File: src/rtl/decode_issue_stage.sv
// Decode/issue stage for RV32I reg-reg and reg-imm ALU instructions.
// Holds the integer register file, reads rs1/rs2 with write-back bypass,
// builds the second ALU operand, and presents a registered operand bundle
// to the execute stage under valid/ready flow control.
module decode_issue_stage #(
  parameter int XLEN     = 32,
  parameter int NUM_REGS = 32
) (
  input  logic            clk,
  input  logic            reset,
  input  logic [31:0]     instr_in,
  input  logic            instr_valid_in,
  output logic            instr_ready_out,
  input  logic            flush_in,
  input  logic            wb_en_in,
  input  logic [4:0]      wb_rd_in,
  input  logic [XLEN-1:0] wb_data_in,
  input  logic            ex_ready_in,
  output logic            valid_out,
  output logic [6:0]      opcode_out,
  output logic [2:0]      funct3_out,
  output logic [6:0]      funct7_out,
  output logic [4:0]      rd_out,
  output logic [XLEN-1:0] rs1_value_out,
  output logic [XLEN-1:0] mux_result_out,
  output logic            illegal_out
);

  localparam logic [6:0] OP_REG = 7'b0110011;
  localparam logic [6:0] OP_IMM = 7'b0010011;

  // Register file; entry 0 is never written so x0 stays zero.
  logic [XLEN-1:0] regs_q [NUM_REGS];
  logic [XLEN-1:0] regs_d [NUM_REGS];

  // Operand bundle and status flops.
  logic            valid_q,      valid_d;
  logic            illegal_q,    illegal_d;
  logic [6:0]      opcode_q,     opcode_d;
  logic [2:0]      funct3_q,     funct3_d;
  logic [6:0]      funct7_q,     funct7_d;
  logic [4:0]      rd_q,         rd_d;
  logic [XLEN-1:0] rs1_value_q,  rs1_value_d;
  logic [XLEN-1:0] mux_result_q, mux_result_d;

  // Instruction fields.
  logic [6:0] opcode;
  logic [4:0] rd;
  logic [2:0] funct3;
  logic [4:0] rs1;
  logic [4:0] rs2;
  logic [6:0] funct7_raw;

  assign opcode     = instr_in[6:0];
  assign rd         = instr_in[11:7];
  assign funct3     = instr_in[14:12];
  assign rs1        = instr_in[19:15];
  assign rs2        = instr_in[24:20];
  assign funct7_raw = instr_in[31:25];

  logic            wb_hit;
  logic            accept;
  logic            supported;
  logic [XLEN-1:0] rs1_val;
  logic [XLEN-1:0] rs2_val;
  logic [XLEN-1:0] op2_val;
  logic [6:0]      funct7_val;

  // A write to x0 is not a real write and must never be bypassed.
  assign wb_hit = wb_en_in && (wb_rd_in != 5'd0);

  assign instr_ready_out = !reset && (!valid_q || ex_ready_in);
  assign accept          = instr_valid_in && instr_ready_out && !flush_in;

  // Asynchronous rs1 read: x0 is zero, same-cycle write-back wins over the array.
  always_comb begin
    rs1_val = '0;
    if (rs1 == 5'd0) begin
      rs1_val = '0;
    end else if (wb_hit && (wb_rd_in == rs1)) begin
      rs1_val = wb_data_in;
    end else begin
      rs1_val = regs_q[rs1];
    end
  end

  // Asynchronous rs2 read with the same x0 and bypass rules as rs1.
  always_comb begin
    rs2_val = '0;
    if (rs2 == 5'd0) begin
      rs2_val = '0;
    end else if (wb_hit && (wb_rd_in == rs2)) begin
      rs2_val = wb_data_in;
    end else begin
      rs2_val = regs_q[rs2];
    end
  end

  // Opcode decode: choose rs2 or immediate as the second operand and the funct7 to forward.
  always_comb begin
    supported  = 1'b0;
    op2_val    = '0;
    funct7_val = 7'd0;
    case (opcode)
      OP_REG: begin
        supported  = 1'b1;
        op2_val    = rs2_val;
        funct7_val = funct7_raw;
      end
      OP_IMM: begin
        supported = 1'b1;
        if ((funct3 == 3'b001) || (funct3 == 3'b101)) begin
          // Shifts: shamt is zero-extended and funct7 selects logical/arithmetic.
          op2_val    = {{(XLEN-5){1'b0}}, instr_in[24:20]};
          funct7_val = funct7_raw;
        end else begin
          op2_val    = {{(XLEN-12){instr_in[31]}}, instr_in[31:20]};
          funct7_val = 7'd0;
        end
      end
      default: begin
        supported  = 1'b0;
        op2_val    = '0;
        funct7_val = 7'd0;
      end
    endcase
  end

  // Bundle next state: flush beats accept, accept beats drain, otherwise hold.
  always_comb begin
    valid_d      = valid_q;
    illegal_d    = 1'b0;
    opcode_d     = opcode_q;
    funct3_d     = funct3_q;
    funct7_d     = funct7_q;
    rd_d         = rd_q;
    rs1_value_d  = rs1_value_q;
    mux_result_d = mux_result_q;
    if (flush_in) begin
      valid_d = 1'b0;
    end else if (accept) begin
      if (supported) begin
        valid_d      = 1'b1;
        opcode_d     = opcode;
        funct3_d     = funct3;
        funct7_d     = funct7_val;
        rd_d         = rd;
        rs1_value_d  = rs1_val;
        mux_result_d = op2_val;
      end else begin
        // Unsupported opcode is swallowed; ready was high so any held bundle is gone too.
        valid_d   = 1'b0;
        illegal_d = 1'b1;
      end
    end else if (valid_q && ex_ready_in) begin
      valid_d = 1'b0;
    end else begin
      valid_d = valid_q;
    end
  end

  // Register file next state: write-back lands here, x0 is never written.
  always_comb begin
    for (int i = 0; i < NUM_REGS; i++) begin
      regs_d[i] = regs_q[i];
    end
    if (wb_hit) begin
      regs_d[wb_rd_in] = wb_data_in;
    end else begin
      regs_d[0] = regs_q[0];
    end
  end

  // State registers with synchronous reset clearing the bundle and the register file.
  always_ff @(posedge clk) begin
    if (reset) begin
      valid_q      <= 1'b0;
      illegal_q    <= 1'b0;
      opcode_q     <= 7'd0;
      funct3_q     <= 3'd0;
      funct7_q     <= 7'd0;
      rd_q         <= 5'd0;
      rs1_value_q  <= '0;
      mux_result_q <= '0;
      for (int i = 0; i < NUM_REGS; i++) begin
        regs_q[i] <= '0;
      end
    end else begin
      valid_q      <= valid_d;
      illegal_q    <= illegal_d;
      opcode_q     <= opcode_d;
      funct3_q     <= funct3_d;
      funct7_q     <= funct7_d;
      rd_q         <= rd_d;
      rs1_value_q  <= rs1_value_d;
      mux_result_q <= mux_result_d;
      for (int i = 0; i < NUM_REGS; i++) begin
        regs_q[i] <= regs_d[i];
      end
    end
  end

  assign valid_out      = valid_q;
  assign illegal_out    = illegal_q;
  assign opcode_out     = opcode_q;
  assign funct3_out     = funct3_q;
  assign funct7_out     = funct7_q;
  assign rd_out         = rd_q;
  assign rs1_value_out  = rs1_value_q;
  assign mux_result_out = mux_result_q;

endmodule

File: config.mk
export PLATFORM = sky130hd
export DESIGN_NAME = decode_issue_stage
export DESIGN_NICKNAME = d
export VERILOG_FILES = /design/src/rtl/decode_issue_stage.sv
export SDC_FILE = /design/constraint.sdc
export NUM_CORES = 2
export LEC_CHECK = 0
export CAP_MARGIN = 20
export CORE_MARGIN = 2
export CORE_UTILIZATION = 30
export DETAILED_ROUTE_END_ITERATION = 10
export HOLD_SLACK_MARGIN = 0.02
export PLACE_DENSITY = 0.54
export SLEW_MARGIN = 0
export SYNTH_ARGS = -nofsm -noshare
export SYNTH_HDL_FRONTEND = slang
export SYNTH_SLANG_ARGS = --single-unit
File: constraint.sdc
create_clock -name clk -period 4 [get_ports clk]
set_input_delay 0.8 -clock clk [delete_from_list [all_inputs] [get_ports clk]]
set_output_delay 0.8 -clock clk [all_outputs]
set_load 0.005 [all_outputs]
# == Word-level counts from Yosys, hierarchy flattened ==
# Memory sizes are Yosys's and may differ from the RTL's.
# Cells that the tools add are included.
# totals
regBits,88
latchBits,0
ram_bits,1024
rom_bits,0
in_bits,75
out_inout_bits,89
elab_cells,126
mem_count,1
# op_classes
addsub,0
multipliers,0
div,0
order_cmp,2
n_eq_ne,6
shift,0
muxes,53
n_bitwise,35
n_reduce_logical,21
# memory_table
memory,depth,width,read_ports,rd_clocked_by_memory_dff,write_ports,line,text
regs_q,32,32,34,0,32,33,logic [XLEN-1:0] regs_q [NUM_REGS];
# op_table
operator,count
2-to-1 mux 32 bit,39
bitwise mux 1024 bit,1
2-to-1 mux 992 bit,1
demux 32 bit (select 5 bit),1
one-hot mux 32 bit (2 select lines),1
bitwise OR 1 bit,32
one-hot mux 7 bit (2 select lines),1
== test 5 bit,2
logical NOT 5 bit,2
logical AND 1 bit,8
2-to-1 mux 1 bit,8
== test 7 x 5 -> 1 bit (second input constant),1
== test 7 x 6 -> 1 bit (second input constant),1
2-to-1 mux 7 bit,1
>= comparator 6 bit (second input constant),1
less-than comparator 6 x 1 -> 1 bit (second input constant),1
NOT 5 -> 6 bit,1
nonzero test 5 bit,1
OR reduction 2 bit,2
== test 3 x 1 -> 1 bit (second input constant),1
== test 3 bit (second input constant),1
logical NOT 1 bit,3
AND reduction 3 bit,1
OR reduction 3 bit,1
other kinds (3),5

# == Depth between registers and ports, before layout ==
# depth
depth_word,8
mapped_depth,11

# == Worst setup path before layout ==
# Ideal clock, no wire load.
# synth_timing
path_type,input to register
startpoint,input instr_in[17]
endpoint,"register rs1_value_q[17], in the netlist rs1_value_out[17]"
setup_time_ns,0.123
t_arrival_ns,2.506
t_required_ns,3.877
setup_slack_ns,1.371
path_stages,8
path_buffers,3
cell_sequence,buf_2 -> buf_2 -> clkbuf_1 -> mux4_2 -> a211oi_1 -> a21oi_1 -> a222oi_1 -> nand2_1
# synth_between
elab_chain_cells,4
word_cells_on_any_way,6
classes_between,1 x eq/ne; 2 x mux; 2 x reduce/logical; 1 x memory
# synth_rtl
element,line,text
from (decl),11,"input logic [31:0] instr_in,"
branches (longest 3 deep; another with memory read (32 x 32 bit)),-,
2-to-1 mux 32 bit (*),78,if (rs1 == 5'd0) begin
to (signal assigned),195,rs1_value_q <= rs1_value_d;
to (decl),43,"logic [XLEN-1:0] rs1_value_q, rs1_value_d;"
# Every way passes the cells marked *.
# A chain may end at the register's enable or synchronous reset.

# == Worst setup path after layout ==
# layout_timing
startpoint,input instr_in[4]
endpoint,"register mux_result_q[27], in the netlist mux_result_out[27]"
# layout_between
elab_chain_cells,4
word_cells_on_any_way,6
classes_between,2 x eq/ne; 2 x mux; 2 x reduce/logical
# layout_rtl
element,line,text
== test 7 x 5 -> 1 bit / == test 7 x 6 -> 1 bit (equally long branches),104,case (opcode)
OR reduction 2 bit (no source line),-,
2-to-1 mux 1 bit,104,
AND reduction 3 bit (no source line),-,
to (signal assigned),196,mux_result_q <= mux_result_d;
to (decl),44,"logic [XLEN-1:0] mux_result_q, mux_result_d;"
# Parallel ways exist; a longest one is shown, timed or not.

==> run metrics <==
worst-margin pin slew 1250 ps; CTS tree built; top cell type's share of synthesized area 40.5%; pre-CTS setup slack 457 ps; Clock Power Share 48.0%; Initial DRT Pass Iterations 8; Hold Crit Class in -> reg; Critical Path End Type flop; Synthesis Warnings 0; Req. time, crit path 4710 ps; I/O pins 164; vias in the first global route 46321; ys flop type dfxtp_1; layout cells sized above 1 17.7%; Die Y 432 um; Root Buffer clkbuf_16; initial core utilization 30.1%; # resized after CTS 0; Setup WS post-layout 1110 ps; pin count of the biggest net entering global routing 239; Comb pwr share 7.8%; die area 187000 um2; sw frac 25.6%; cts bufs inserted 119; Mean Syn Cell Area 8.94 um2; Min Clock Period, post-route 2890 ps; slew margin rel. 16.9%; Final period util 72.4%; status finished clean; Iter 0 DRT Violations 7526; core area 182000 um2; Routed Wire Length 243000 um; via count 49811; final setup vio count 0; number of max-cap violations 0; Setup Crit Path Kind in -> reg; Sum Neg Setup Slack 0 ps; Fin Clk Skew 85.8 ps; Final GP Congestion 0.910; CTS Sinks 1112; sequential share of power 44.2%; Cells after Synth 6145; initial antenna violation count 3; dpl hpwl 149000 um; synth-to-layout area growth 16.3%; Cell variety after synth 59; leading post-synthesis cells by cell area dfxtp_1 (41%), mux4_2 (21%), nand2_1 (15%), a21oi_1 (9.8%), clkbuf_1 (3.2%); Residual DRC 0; Hold Buf Count CTS 0; PortBufs 163; CTS max path bufs 3; Max VDD drop 0.474 mV; Die W 432 um; PD cells 397 nW/um2; first-pass GRT wire length 346000 um; internal power 0.0189 W; final hold viol count 0; crit path launch type primary input; Post-layout nets 6122; WL per Instance 28.5 um; vias per inst 5.84; nets in the synthesized netlist 6220; Antenna Violating Nets Remaining 0; global route overflow 0; leakage 20.5 nW; Skew-Pair Late Insertion Delay 810 ps; post-CTS setup buffers 0; Post-synth ARST share 0%; crit path DAT 3600 ps; Mapped Area 54900 um2; CP max FO 23; unrepaired setup endpoints after global routing false; Reg clk slew, reported paths 60 ps; # H-tree levels 3; maximum clock rate 0.345 GHz; sequential area share after synthesis 40.5%; Rows 157; largest area contributor in the netlist dfxtp_1; Final Max Slew Viols 0; synthesis-stage register bit count 1112; Switching Power 0.00648 W; GRT Resource Usage Total 25.4%; EDFF count, synth 0
## critical path: stages
cell             delay [ps]
clkdlybuf4s50_1         450
nor4bb_1                410
and2_1                  410
and3_1                  280
and2_2                  760
a21oi_1                 200
a211oi_1                260
## sequential cells by signal, summed over array words and instances, names as in the netlist
name and count:
regs_q 1024, illegal_out 1, valid_out 1, mux_result_out 32
funct7_out 7, rd_out 5, opcode_out 7, funct3_out 3
rs1_value_out 32
## power by group through the flow
stage	Sequential (W)	Combinational (W)	Clock, W
global route	0.0112	0.00203	0.0127
global placement	0.0114	0.00192	0
floorplan	0.0114	0.00119	0
finish	0.0112	0.00196	0.0122
CTS	0.0112	0.00193	0.0122
detailed placement	0.0114	0.00193	0
## worst paths after layout
check                     start            endpoint  slack [ps]  cells past startpoint
setup / recovery    instr_in[4]  mux_result_out[27]        1110                      7
hold / removal            reset       opcode_out[1]         380                      2
setup reg to reg   regs_q[3][7]   mux_result_out[7]        1780                      6
hold reg to reg   funct7_out[5]       funct7_out[5]         450                      2
## cells by family (layout without fill, tap and decap cells)
family | Yosys count | in the layout | synth area share, %
other | 0 | 1 | 0
buffers and inverters | 650 | 652 | 5.35
muxes | 624 | 624 | 23.3
xor gates and xnor gates | 10 | 10 | 0.159
DFF | 1112 | 1112 | 40.5
AOI/OAI and AO/OA | 1309 | 1309 | 13.1
and+or+nand+nor | 2440 | 2440 | 17.6
## layer usage
layer	vias up	wire length [um]	share of wire [%]	global-route usage (%)
li1	21254	-	-	-
met1	24577	94100	39	33.8
met2	3270	106000	44	38.5
met3	704	26700	11	5.01
met4	6	16200	6.7	14.1
met5	-	35	0.014	0
## area by class of cell
cell class | count | area (um2)
antenna | 1 | 2.50
clock buffer | 172 | 3520
clock inverter | 49 | 759
fill | 18383 | 119000
inverter | 4 | 15.0
multi-input combinational | 4383 | 30100
sequential | 1112 | 22300
tap | 2385 | 2980
timing repair buffer | 427 | 4250
## synth_stat cells, types with 6 or more instances
library cell / instances
buf_6: 29
nand3_1: 41
nor2_1: 92
o22ai_1: 68
mux4_2: 522
buf_1: 9
nor4_1: 11
buf_4: 24
buf_2: 104
nor2b_1: 70
o21bai_1: 7
a22oi_1: 25
a21oi_1: 1076
a222oi_1: 32
mux2i_1: 102
and3_1: 6
dfxtp_1: 1112
nand2_1: 2166
nand4_1: 8
and2_1: 7
a211oi_1: 64
clkbuf_1: 475
xnor2_1: 6
## stage by stage
| step | hold slack (ps) | cell area (um2) | instances | util, % | total power, W |
|---|---|---|---|---|---|
| global route | 379 | 63800 | 8532 | 35.0 | 0.0259 |
| finish | 384 | 63900 | 8533 | 35.0 | 0.0253 |
| global placement | 439 | 59500 | 8309 | 32.6 | 0.0134 |
| detailed placement | 446 | 59600 | 8310 | 32.6 | 0.0134 |
| floorplan | 443 | 54900 | 6145 | - | 0.0126 |
| CTS | 344 | 63800 | 8531 | 35.0 | 0.0254 |
## cells in the final DEF (no fill, tap or decap), types with 5 or more instances in the layout
master,synthesis,routed
bufinv_16,0,15
mux4_2,522,522
and2_1,7,6
a22oi_1,25,25
clkbuf_16,0,119
nor2_4,1,33
nor2_1,92,59
clkinv_2,0,25
a221oi_2,5,5
nand2_2,0,31
buf_12,1,51
nor3_1,5,5
nor4_1,11,11
a211oi_1,64,64
buf_4,24,213
o21bai_1,7,7
nand4_1,8,8
dfxtp_1,1112,1112
nand3_1,41,41
clkbuf_8,0,34
o22ai_1,68,68
clkbuf_1,475,19
and3_1,6,6
clkdlybuf4s50_1,0,150
nand2b_1,5,5
nand3b_1,5,5
buf_2,104,6
nor2b_1,70,70
mux2i_1,102,102
a222oi_1,32,32
buf_8,4,5
a21oi_1,1076,1076
xnor2_1,6,6
nand2_1,2166,2135
(Power assumes the default switching activity.)
